<file path="config.mk">
export PLATFORM = sky130hd
export DESIGN_NAME = reg_bank_cell
export DESIGN_NICKNAME = d
export VERILOG_FILES = /design/src/rtl/reg_bank_pkg.sv /design/src/rtl/reg_word_cell.sv /design/src/rtl/reg_bank_cell.sv
export SDC_FILE = /design/constraint.sdc
export NUM_CORES = 1
export LEC_CHECK = 0
export BUFFER_PORTS_ARGS = -buffer_cell sky130_fd_sc_hd__buf_2
export CAP_MARGIN = 0
export CORE_MARGIN = 2
export CORE_UTILIZATION = 50
export CTS_CLUSTER_DIAMETER = 200
export DETAILED_ROUTE_END_ITERATION = 8
export GPL_ROUTABILITY_DRIVEN = 0
export HOLD_SLACK_MARGIN = 0.1
export PLACE_DENSITY = 0.65
export SYNTH_ARGS = -nofsm -noshare
export SYNTH_HDL_FRONTEND = slang
export SYNTH_HIERARCHICAL = 1
export SYNTH_SLANG_ARGS = --single-unit
</file>
<file path="constraint.sdc">
create_clock -name clk -period 8.8 [get_ports clk]
set_input_delay 0 -clock clk [delete_from_list [all_inputs] [get_ports clk]]
set_output_delay 0 -clock clk [all_outputs]
set_load 0.02 [all_outputs]
</file>
<file path="src/rtl/reg_bank_pkg.sv">
// Shared op-code and controller state encodings for the register bank cell.
package reg_bank_pkg;

  typedef enum logic [2:0] {
    OP_NOP     = 3'd0,
    OP_INC     = 3'd1,
    OP_DEC     = 3'd2,
    OP_PTR_INC = 3'd3,
    OP_PTR_DEC = 3'd4,
    OP_LOAD    = 3'd5,
    OP_CLR     = 3'd6,
    OP_CLR_ALL = 3'd7
  } op_e;

  typedef enum logic {
    ST_IDLE  = 1'b0,
    ST_SWEEP = 1'b1
  } state_e;

endpackage

</file>
<file path="src/rtl/reg_word_cell.sv">
// One storage word: plain enable-loaded register with async active-low clear.
module reg_word_cell #(
  parameter int WIDTH = 8
) (
  input  logic             clk,
  input  logic             rst_n,
  input  logic             i_en,
  input  logic [WIDTH-1:0] i_d,
  output logic [WIDTH-1:0] o_q
);

  logic [WIDTH-1:0] r_q;

  always_ff @(posedge clk or negedge rst_n) begin
    if (!rst_n) begin
      r_q <= '0;
    end else if (i_en) begin
      r_q <= i_d;
    end
  end

  assign o_q = r_q;

endmodule

</file>
<file path="src/rtl/reg_bank_cell.sv">
// Pointer-addressed bank of counter cells with a multi-cycle clear-all sweep.
// state    | meaning
// ST_IDLE  | accepts one op per cycle, op_ready high
// ST_SWEEP | clears one cell per cycle, ops ignored, op_ready low
module reg_bank_cell
  import reg_bank_pkg::*;
#(
  parameter  int WIDTH = 8,
  parameter  int DEPTH = 16,
  localparam int PTR_W = $clog2(DEPTH)
) (
  input  logic             clk,
  input  logic             rst_n,
  input  logic             op_valid,
  input  logic [2:0]       op,
  input  logic [WIDTH-1:0] din,
  output logic             op_ready,
  output logic [WIDTH-1:0] dout,
  output logic [PTR_W-1:0] ptr,
  output logic             zero,
  output logic             wrap
);

  state_e           r_state;
  logic [PTR_W-1:0] r_sweep_cnt;
  logic [PTR_W-1:0] r_ptr;
  logic             r_wrap;

  op_e              w_op;
  logic             w_accept;
  logic [WIDTH-1:0] w_cell [DEPTH];
  logic [DEPTH-1:0] w_cell_en;
  logic [WIDTH-1:0] w_cell_d;
  logic [WIDTH-1:0] w_cur;
  logic             w_cell_op;
  logic             w_wrap_nxt;

  assign w_op     = op_e'(op);
  assign op_ready = (r_state == ST_IDLE);
  assign w_accept = op_valid & op_ready;
  assign w_cur    = w_cell[r_ptr];

  always_comb begin
    w_cell_d   = '0;
    w_cell_op  = 1'b0;
    w_wrap_nxt = 1'b0;
    if (w_accept) begin
      case (w_op)
        OP_INC: begin
          w_cell_d   = w_cur + WIDTH'(1);
          w_cell_op  = 1'b1;
          w_wrap_nxt = &w_cur;
        end
        OP_DEC: begin
          w_cell_d   = w_cur - WIDTH'(1);
          w_cell_op  = 1'b1;
          w_wrap_nxt = ~|w_cur;
        end
        OP_LOAD: begin
          w_cell_d  = din;
          w_cell_op = 1'b1;
        end
        OP_CLR:     w_cell_op  = 1'b1;
        OP_PTR_INC: w_wrap_nxt = &r_ptr;
        OP_PTR_DEC: w_wrap_nxt = ~|r_ptr;
        default: ;
      endcase
    end
  end

  // During a sweep the shared data bus is already zero; only the enable moves.
  for (genvar i = 0; i < DEPTH; i++) begin : g_word
    assign w_cell_en[i] = (r_state == ST_SWEEP) ? (r_sweep_cnt == PTR_W'(i))
                                                : (w_cell_op && (r_ptr == PTR_W'(i)));
    reg_word_cell #(
      .WIDTH(WIDTH)
    ) u_word (
      .clk  (clk),
      .rst_n(rst_n),
      .i_en (w_cell_en[i]),
      .i_d  (w_cell_d),
      .o_q  (w_cell[i])
    );
  end

  always_ff @(posedge clk or negedge rst_n) begin
    if (!rst_n) begin
      r_state     <= ST_IDLE;
      r_sweep_cnt <= '0;
      r_ptr       <= '0;
      r_wrap      <= 1'b0;
    end else begin
      r_wrap <= w_wrap_nxt;
      case (r_state)
        ST_IDLE: begin
          if (w_accept) begin
            case (w_op)
              OP_PTR_INC: r_ptr <= r_ptr + PTR_W'(1);
              OP_PTR_DEC: r_ptr <= r_ptr - PTR_W'(1);
              OP_CLR_ALL: begin
                r_state     <= ST_SWEEP;
                r_sweep_cnt <= '0;
              end
              default: ;
            endcase
          end
        end
        ST_SWEEP: begin
          if (r_sweep_cnt == PTR_W'(DEPTH - 1)) begin
            r_state     <= ST_IDLE;
            r_sweep_cnt <= '0;
            r_ptr       <= '0;
          end else begin
            r_sweep_cnt <= r_sweep_cnt + PTR_W'(1);
          end
        end
        default: r_state <= ST_IDLE;
      endcase
    end
  end

  assign dout = w_cur;
  assign ptr  = r_ptr;
  assign zero = (w_cur == '0);
  assign wrap = r_wrap;

endmodule

</file>
==> results of run 1 <==
## tightest hold or removal path, cell delays in order
cell,delay [ns]
buf_2,0.14
a31oi_1,0.16
a22o_1,0.21
## state kept, by name (all words and copies together), names as in the netlist
signal,flops
g_word.u_word/o_q,128
r_state,1
ptr,4
r_sweep_cnt,4
wrap,1
## layer usage
metal	vias up	track usage, %	share of wire, %
li1	2014	-	-
met2	144	33.82	46
met3	29	4.858	5.3
met4	0	8.662	2.4
met1	2383	34.02	46
met5	-	0	0
## worst paths after layout
| check | startpoint | endpoint | slack [ns] | cells past startpoint |
|---|---|---|---|---|
| setup / recovery | ptr[1] | g_word[0].u_word/o_q[6] | 4.16 | 12 |
| min in group asynchronous | rst_n | g_word[3].u_word/o_q[7] | 0.22 | 2 |
| hold reg to reg | g_word[2].u_word/o_q[7] | g_word[2].u_word/o_q[7] | 0.51 | 1 |
| max in group asynchronous | rst_n | g_word[3].u_word/o_q[5] | 7.38 | 3 |
| hold / removal | op[2] | r_sweep_cnt[1] | 0.14 | 3 |
| setup reg to reg | ptr[1] | g_word[0].u_word/o_q[6] | 4.16 | 12 |
## repair_timing
action                                 in CTS  in global routing
setup buffers                               0                  0
hold buffers                                3                  0
endpoints found under the hold margin      86                  0
## power by group through the flow
stage	combinational (W)	clock (W)	sequential (W)
6_report	0.000789	0.000730	0.000886
5_1_grt	0.000846	0.000771	0.000905
4_1_cts	0.000791	0.000740	0.000885
3_5_place_dp	0.000784	0	0.000892
3_3_place_gp	0.000772	0	0.000889
2_1_floorplan	0.000656	0	0.000827
## kinds of logic after synthesis
logic type / share of synthesized area (%)
XOR/XNOR: 1.035
flip-flops: 45.34
buffers and inverters: 3.991
AO/OA/AOI/OAI: 5.995
AND/OR/NAND/NOR: 5.174
multiplexers: 35.09
adder cells (fa/ha/maj): 3.384
## cell usage in the layout (no fill, tap or decap), types with 2 or more instances in the layout
master	n
buf_4	17
a22o_1	3
o22ai_1	10
mux2i_1	3
a21oi_1	6
nor2b_1	6
mux2_2	2
inv_6	4
clkinv_4	4
o21ai_0	7
mux2_4	128
inv_1	9
nor2_1	13
dfrtp_1	136
nand2_1	33
ha_1	19
a21o_1	4
buf_2	27
nand4_1	5
a31oi_1	2
and2_1	2
o21ai_1	8
xnor2_1	5
o22ai_2	4
xor2_1	4
dfrtp_2	2
clkinvlp_4	2
mux4_2	31
or2_2	2
nand2b_1	5
nand3_1	9
clkbuf_16	17
o31ai_1	2
dlygate4sd3_1	3
o21a_1	3
a22oi_1	14
bufinv_16	2
## layout make-up
class,count,area [sq um]
clock buffer,18,439.2
clock inverter,14,161.4
fill,1149,6511
inverter,9,33.78
multi-input combinational,344,3892
sequential,138,3456
tap,188,235.2
timing repair buffer,48,304.0
## stage by stage
stage / instance area [sq um] / hold slack, ns / power (W)
2_1_floorplan: 7617 / -0.2956 / 0.001482
3_3_place_gp: 7891 / 0.1048 / 0.001661
3_5_place_dp: 7891 / 0.1220 / 0.001676
4_1_cts: 8522 / 0.1087 / 0.002416
5_1_grt: 8522 / 0.1472 / 0.002521
6_report: 8522 / 0.1373 / 0.002406
==> impl_results.md, run 1 <==
* Top cells by area, synth: dfrtp_1 45%, mux2_4 25%, mux4_2 9.2%
* Leakage power at 3.993 nW
* Final wirelength at 17.62 mm
* Via count at 4570
* CTS tree: yes
* WP buf/inv at 0
* Sw frac at 34.39%
* Post_cts resized at 0
* Worst skew pair latency at 0.43 ns
* DR iter-0 viols at 307
* GRT Resource Usage Total at 23.08%
* Critical-path maximum fanout at 40
* Slew headroom at 22.26%
* Layout area overhead at 11.88%
* Sw Pwr at 0.0008274 W
* HP Class: input port to register
* Crit path largest cell delay at 1.00 ns
* Final worst-path cycle share at 52.74%
* Worst EP required at 9.15 ns
* Placed cells at 724
* Max H-tree Level at 4
* Combinational power share at 32.8%
* Sink Count at 138
* Final core occ at 56.69%
* Sequential area share after synthesis at 45.34%
* Outcome: finished clean
* Crit. End Element: register
* Worst-Margin Slew at 1.158 ns
* Residual DRC count at 0
* Slew Limit Fails at 0
* Data arrival, critical path at 4.99 ns
* Core Region at 15030 sq um
* Site row count at 45
* Power per cell area at 282.3 nW/um^2
* Antenna Nets Post-Route at 0
* FF+latch count, synth at 138
* Die width at 127.4 um
* Fmax at 215.5 MHz
* Post-synth ARST share at 100.0%
* VDD IR max at 0.2188 mV
* PortBufs at 28
* Final Skew at 0.01246 ns
* Synth cell types at 45
* Share of cells above drive strength 1 at 43.26%
* Final Hold Fails at 0
* Worst setup path class: register to register
* Post-DR wirelength/cell at 23.22 um
* Fin cells at 759
* Grt ovf at 0
* Slowest CP cell: dfrtp_2
* Min cycle time layout at 4.641 ns
* Pre-Repair DR Iteration Count at 5
* HPWL Detailed at 11.29 mm
* Delay-heaviest family, CP: compound AO/OA/AOI/OAI gates
* Setup TNS at 0 ns
* Syn. warnings at 6
* Root buf cell: clkbuf_16
* Largest net degree at the start of global routing at 85
* Vias in the first global route at 4886
* Post-synth top area cell: dfrtp_1
* Clock slew at reported path FFs at 0.06 ns
* Initial antenna violation count at 0
* Clock Tree Buf Depth at 2
* Int Pwr at 0.001579 W
* Fin worst setup slack at 4.159 ns
* Final-report setup violation count at 0
* Synth top area share at 45.34%
* First-pass GRT wire length at 28.13 mm
* IO Pins at 29
* Net Count, Synth at 558
* NumNets Final at 592
* Maxcap violations at 0
* Crit-path cells: mux4_2 > mux2_2 > nor2_1 > nor2_1 > fa_1 > a21o_1 > a21o_1 > a21o_1 > a21oi_1 > xor2_1 > o21ai_1 > mux2_4
* Antenna fix cells at 0
* Post-synth top cells: 138 x dfrtp_1, 128 x mux2_4, 33 x nand2_1, 31 x mux4_2, 19 x ha_1
* Initial Util at 50.67%
* Top cell by count, worst path: a21o_1
* Setup crit start kind: register
* Synthesized area at 7617 sq um
* Post-synthesis average cell area at 14.54 sq um
* DR vias/cell at 6.021
* Die Area at 16240 sq um
* Top_reg_cell synth: dfrtp_1
* Num CTS Buffers at 17
* Unrepaired setup endpoints after global routing: no
* Post-synth EDFFs at 0
* Clock network fraction of total power at 30.4%
* Die Ht at 127.4 um
* Mapped Cells at 524
* Top-count cell post-synth: dfrtp_1
* DP Worst Slack at 4.193 ns
* Seq pwr share at 36.8%
Note: power is estimated with default switching activity, not from simulation.
==> run 2, diff against run 1 <==
--- a/config.mk
+++ b/config.mk
@@ -13,7 +13,7 @@
 export DETAILED_ROUTE_END_ITERATION = 8
 export GPL_ROUTABILITY_DRIVEN = 0
 export HOLD_SLACK_MARGIN = 0.1
-export PLACE_DENSITY = 0.65
+export PLACE_DENSITY = 0.67
 export SYNTH_ARGS = -nofsm -noshare
 export SYNTH_HDL_FRONTEND = slang
 export SYNTH_HIERARCHICAL = 1
==> constraint.sdc (replaced) <==
create_clock -name clk -period 3.9 [get_ports clk]
set_input_delay 0 -clock clk [delete_from_list [all_inputs] [get_ports clk]]
set_output_delay 0 -clock clk [all_outputs]
set_load 0.02 [all_outputs]
==> run 2 against run 1 <==
  * Clock power up 130%
  * Cell count is 1.7% higher
  * Highest routed layer unchanged
  * Count of clock-buffer cells in the layout grew 3
  * Setup slack worse by 3.9 ns
  * Maximum frequency rose by 26%
  * Wire length about the same
  * Combinational power grew 150%
  * Register-to-register slack worse by 3.9 ns
  * Design area increased by 1.7%
  * Largest cell class unchanged
  * Hold slack better by 0.0031 ns
  * Via count grew 0.37%
  * First-iteration DRC count grew 24%
==> impl_results.md, run 2 (synthesis gave the netlist of run 1 again) <==
* Final Hold Fails at 0 (unchanged)
* NumNets Final at 605 (+2.2%)
* HPWL Detailed at 11.42 mm (+1.2%)
* Maxcap violations at 0 (unchanged)
* Largest net degree at the start of global routing at 106 (+25%)
* GRT Resource Usage Total at 23.13% (+0.050 points)
* Pre-Repair DR Iteration Count at 6 (+1)
* WP buf/inv at 1 (+1)
* Layout area overhead at 13.78%
* Reg-to-reg startpoint: ptr[0]
* Antenna fix cells at 0 (unchanged)
* DP Worst Slack at 0.1532 ns (-4.040 ns)
* Fillers at 1148 (-0.087%)
* Worst-Margin Slew at 0.9544 ns (-0.2039 ns)
* CTS tree: yes
* Data arrival, critical path at 3.97 ns (-1.02 ns)
* Unrepaired setup endpoints after global routing: no
* Root buf cell: clkbuf_16
* Setup crit start kind: register
* Sink Count at 138 (unchanged)
* Die width at 127.4 um (unchanged)
* Num CTS Buffers at 17 (unchanged)
* Crit-path cells: buf_12 > mux4_2 > a22oi_1 > nand2_2 > fa_1 > a21o_1 > a21o_1 > a21o_1 > a21oi_1 > xor2_1 > o21ai_4 > mux2_4
* Core Region at 15030 sq um (unchanged)
* PortBufs at 28 (unchanged)
* Initial Util at 50.67% (unchanged)
* Fmax at 272.3 MHz (+26%)
* DR iter-0 viols at 381 (+24%)
* Power, Total at 0.005557 W (+130%)
* Slew Limit Fails at 0 (unchanged)
* Fin worst setup slack at 0.2275 ns (-3.931 ns)
* Commonest non-fill, non-tap cell in the layout: dfrtp_1
* Clock Tree Buf Depth at 2 (unchanged)
* Grt ovf at 0 (unchanged)
* Share of cells above drive strength 1 at 44.35% (+1.1 points)
* Final-report setup violation count at 0 (unchanged)
* Number of flip-flops in the largest register at 128 (unchanged)
* Outcome: finished clean
* Via count at 4587 (+0.37%)
* Final wirelength at 17.62 mm (about the same)
* Delay-heaviest family, CP: compound AO/OA/AOI/OAI gates
* Multi-input gate area at 3889 sq um (about the same)
* Initial antenna violation count at 0 (unchanged)
* Slew headroom at 36.37% (+14 points)
* First-pass GRT wire length at 28.35 mm (+0.76%)
* Antenna Nets Post-Route at 0 (unchanged)
* Post-DR wirelength/cell at 22.82 um (-1.7%)
* Worst EP required at 4.20 ns (-4.95 ns)
* Vias in the first global route at 4873 (-0.27%)
* Leakage power at 4.082 nW (+2.3%)
* Slowest CP cell: mux4_2
* Final worst-path cycle share at 94.17% (+41 points)
* Register area at 3456 sq um (unchanged)
* Worst skew pair latency at 0.42 ns (about the same)
* Setup TNS at 0 ns (unchanged)
* Clock slew at reported path FFs at 0.06 ns (about the same)
* Post-CTS setup buffer count at 0 (unchanged)
* IO Pins at 29 (unchanged)
* Final Skew at 0.01591 ns (+0.003454 ns)
* Site row count at 45 (unchanged)
* Min cycle time layout at 3.673 ns (-0.9687 ns)
* Worst setup path class: register to register
* Final core occ at 57.65% (+0.97 points)
* Residual DRC count at 0 (unchanged)
* Hold Path Origin: op[2]
* Critical-path maximum fanout at 16 (-60%)
* Top cell by count, worst path: a21o_1
* HP Class: input port to register
* Commonest cells after routing, fill and taps aside: 136 x dfrtp_1, 128 x mux2_4, 32 x nand2_1
* VDD IR max at 0.3165 mV (+45%)
* Die Area at 16240 sq um (unchanged)
* WHS at 0.1404 ns (+0.003097 ns)
* Max H-tree Level at 4 (unchanged)
* Worst setup path startpoint: ptr[0]
* Crit path largest cell delay at 0.54 ns (-0.46 ns)
* Power per cell area at 641.2 nW/um^2 (+130%)
* Die Ht at 127.4 um (unchanged)
* DR vias/cell at 5.942 (-1.3%)
* Crit. End Element: register
==> run 2: what timing repair did <==
item	in CTS	in global routing
hold buffers	3	0
endpoints found under the hold margin	107	0
endpoints found under the setup margin	0	32
gates resized for setup	0	3
==> run 2: final timing paths <==
path	end	slack, ns	cells past startpoint
worst max-delay path	g_word[4].u_word/o_q[6]	0.23	12
worst min register to register	g_word[13].u_word/o_q[3]	0.51	1
min in group asynchronous	ptr[3]	0.24	2
max in group asynchronous	g_word[4].u_word/o_q[6]	2.57	3
worst max register to register	g_word[4].u_word/o_q[6]	0.23	12
worst min-delay path	ptr[1]	0.14	4
==> run 2: power breakdown <==
part | switching [W] | internal, W | leakage (nW) | total [W]
Sequential | 0.000240 | 0.00171 | 1.90 | 0.00195
Clock | 0.000614 | 0.00105 | 0.303 | 0.00167
Combinational | 0.000976 | 0.000963 | 1.88 | 0.00194
==> run 2: final cells by class <==
class,count,share of cell area (%)
Clock buffer,21,5.428
Sequential cell,138,39.87
Multi-Input combinational cell,344,44.87
Tap cell,188,2.714
Timing Repair Buffer,61,5.067
Inverter,9,0.3898
Clock inverter,11,1.660
==> run 2: stage by stage <==
step	std cells	cell area, sq um
2_1_floorplan	524	7621
3_3_place_gp	737	8011
3_5_place_dp	737	8011
4_1_cts	772	8656
5_1_grt	772	8667
6_report	772	8667
==> run 2: metal layers <==
metal | global-route usage (%) | up-vias | wire, um
met5 | 0 | - | 0
met3 | 5.151 | 22 | 971
li1 | - | 2030 | -
met4 | 6.529 | 0 | 259
met1 | 32.43 | 2387 | 7942
met2 | 36.52 | 148 | 8446
==> run 2: worst register-to-register path: cells and delay by family (launching register included) <==
kind / cells / cell delay [ns]
muxes: 2 / 0.87
xor gates and xnor gates: 1 / 0.26
DFF: 1 / 0.42
buffers and inverters: 1 / 0.19
adders and majority gates: 1 / 0.45
and+or+nand+nor: 1 / 0.16
AOI/OAI and AO/OA: 6 / 1.20
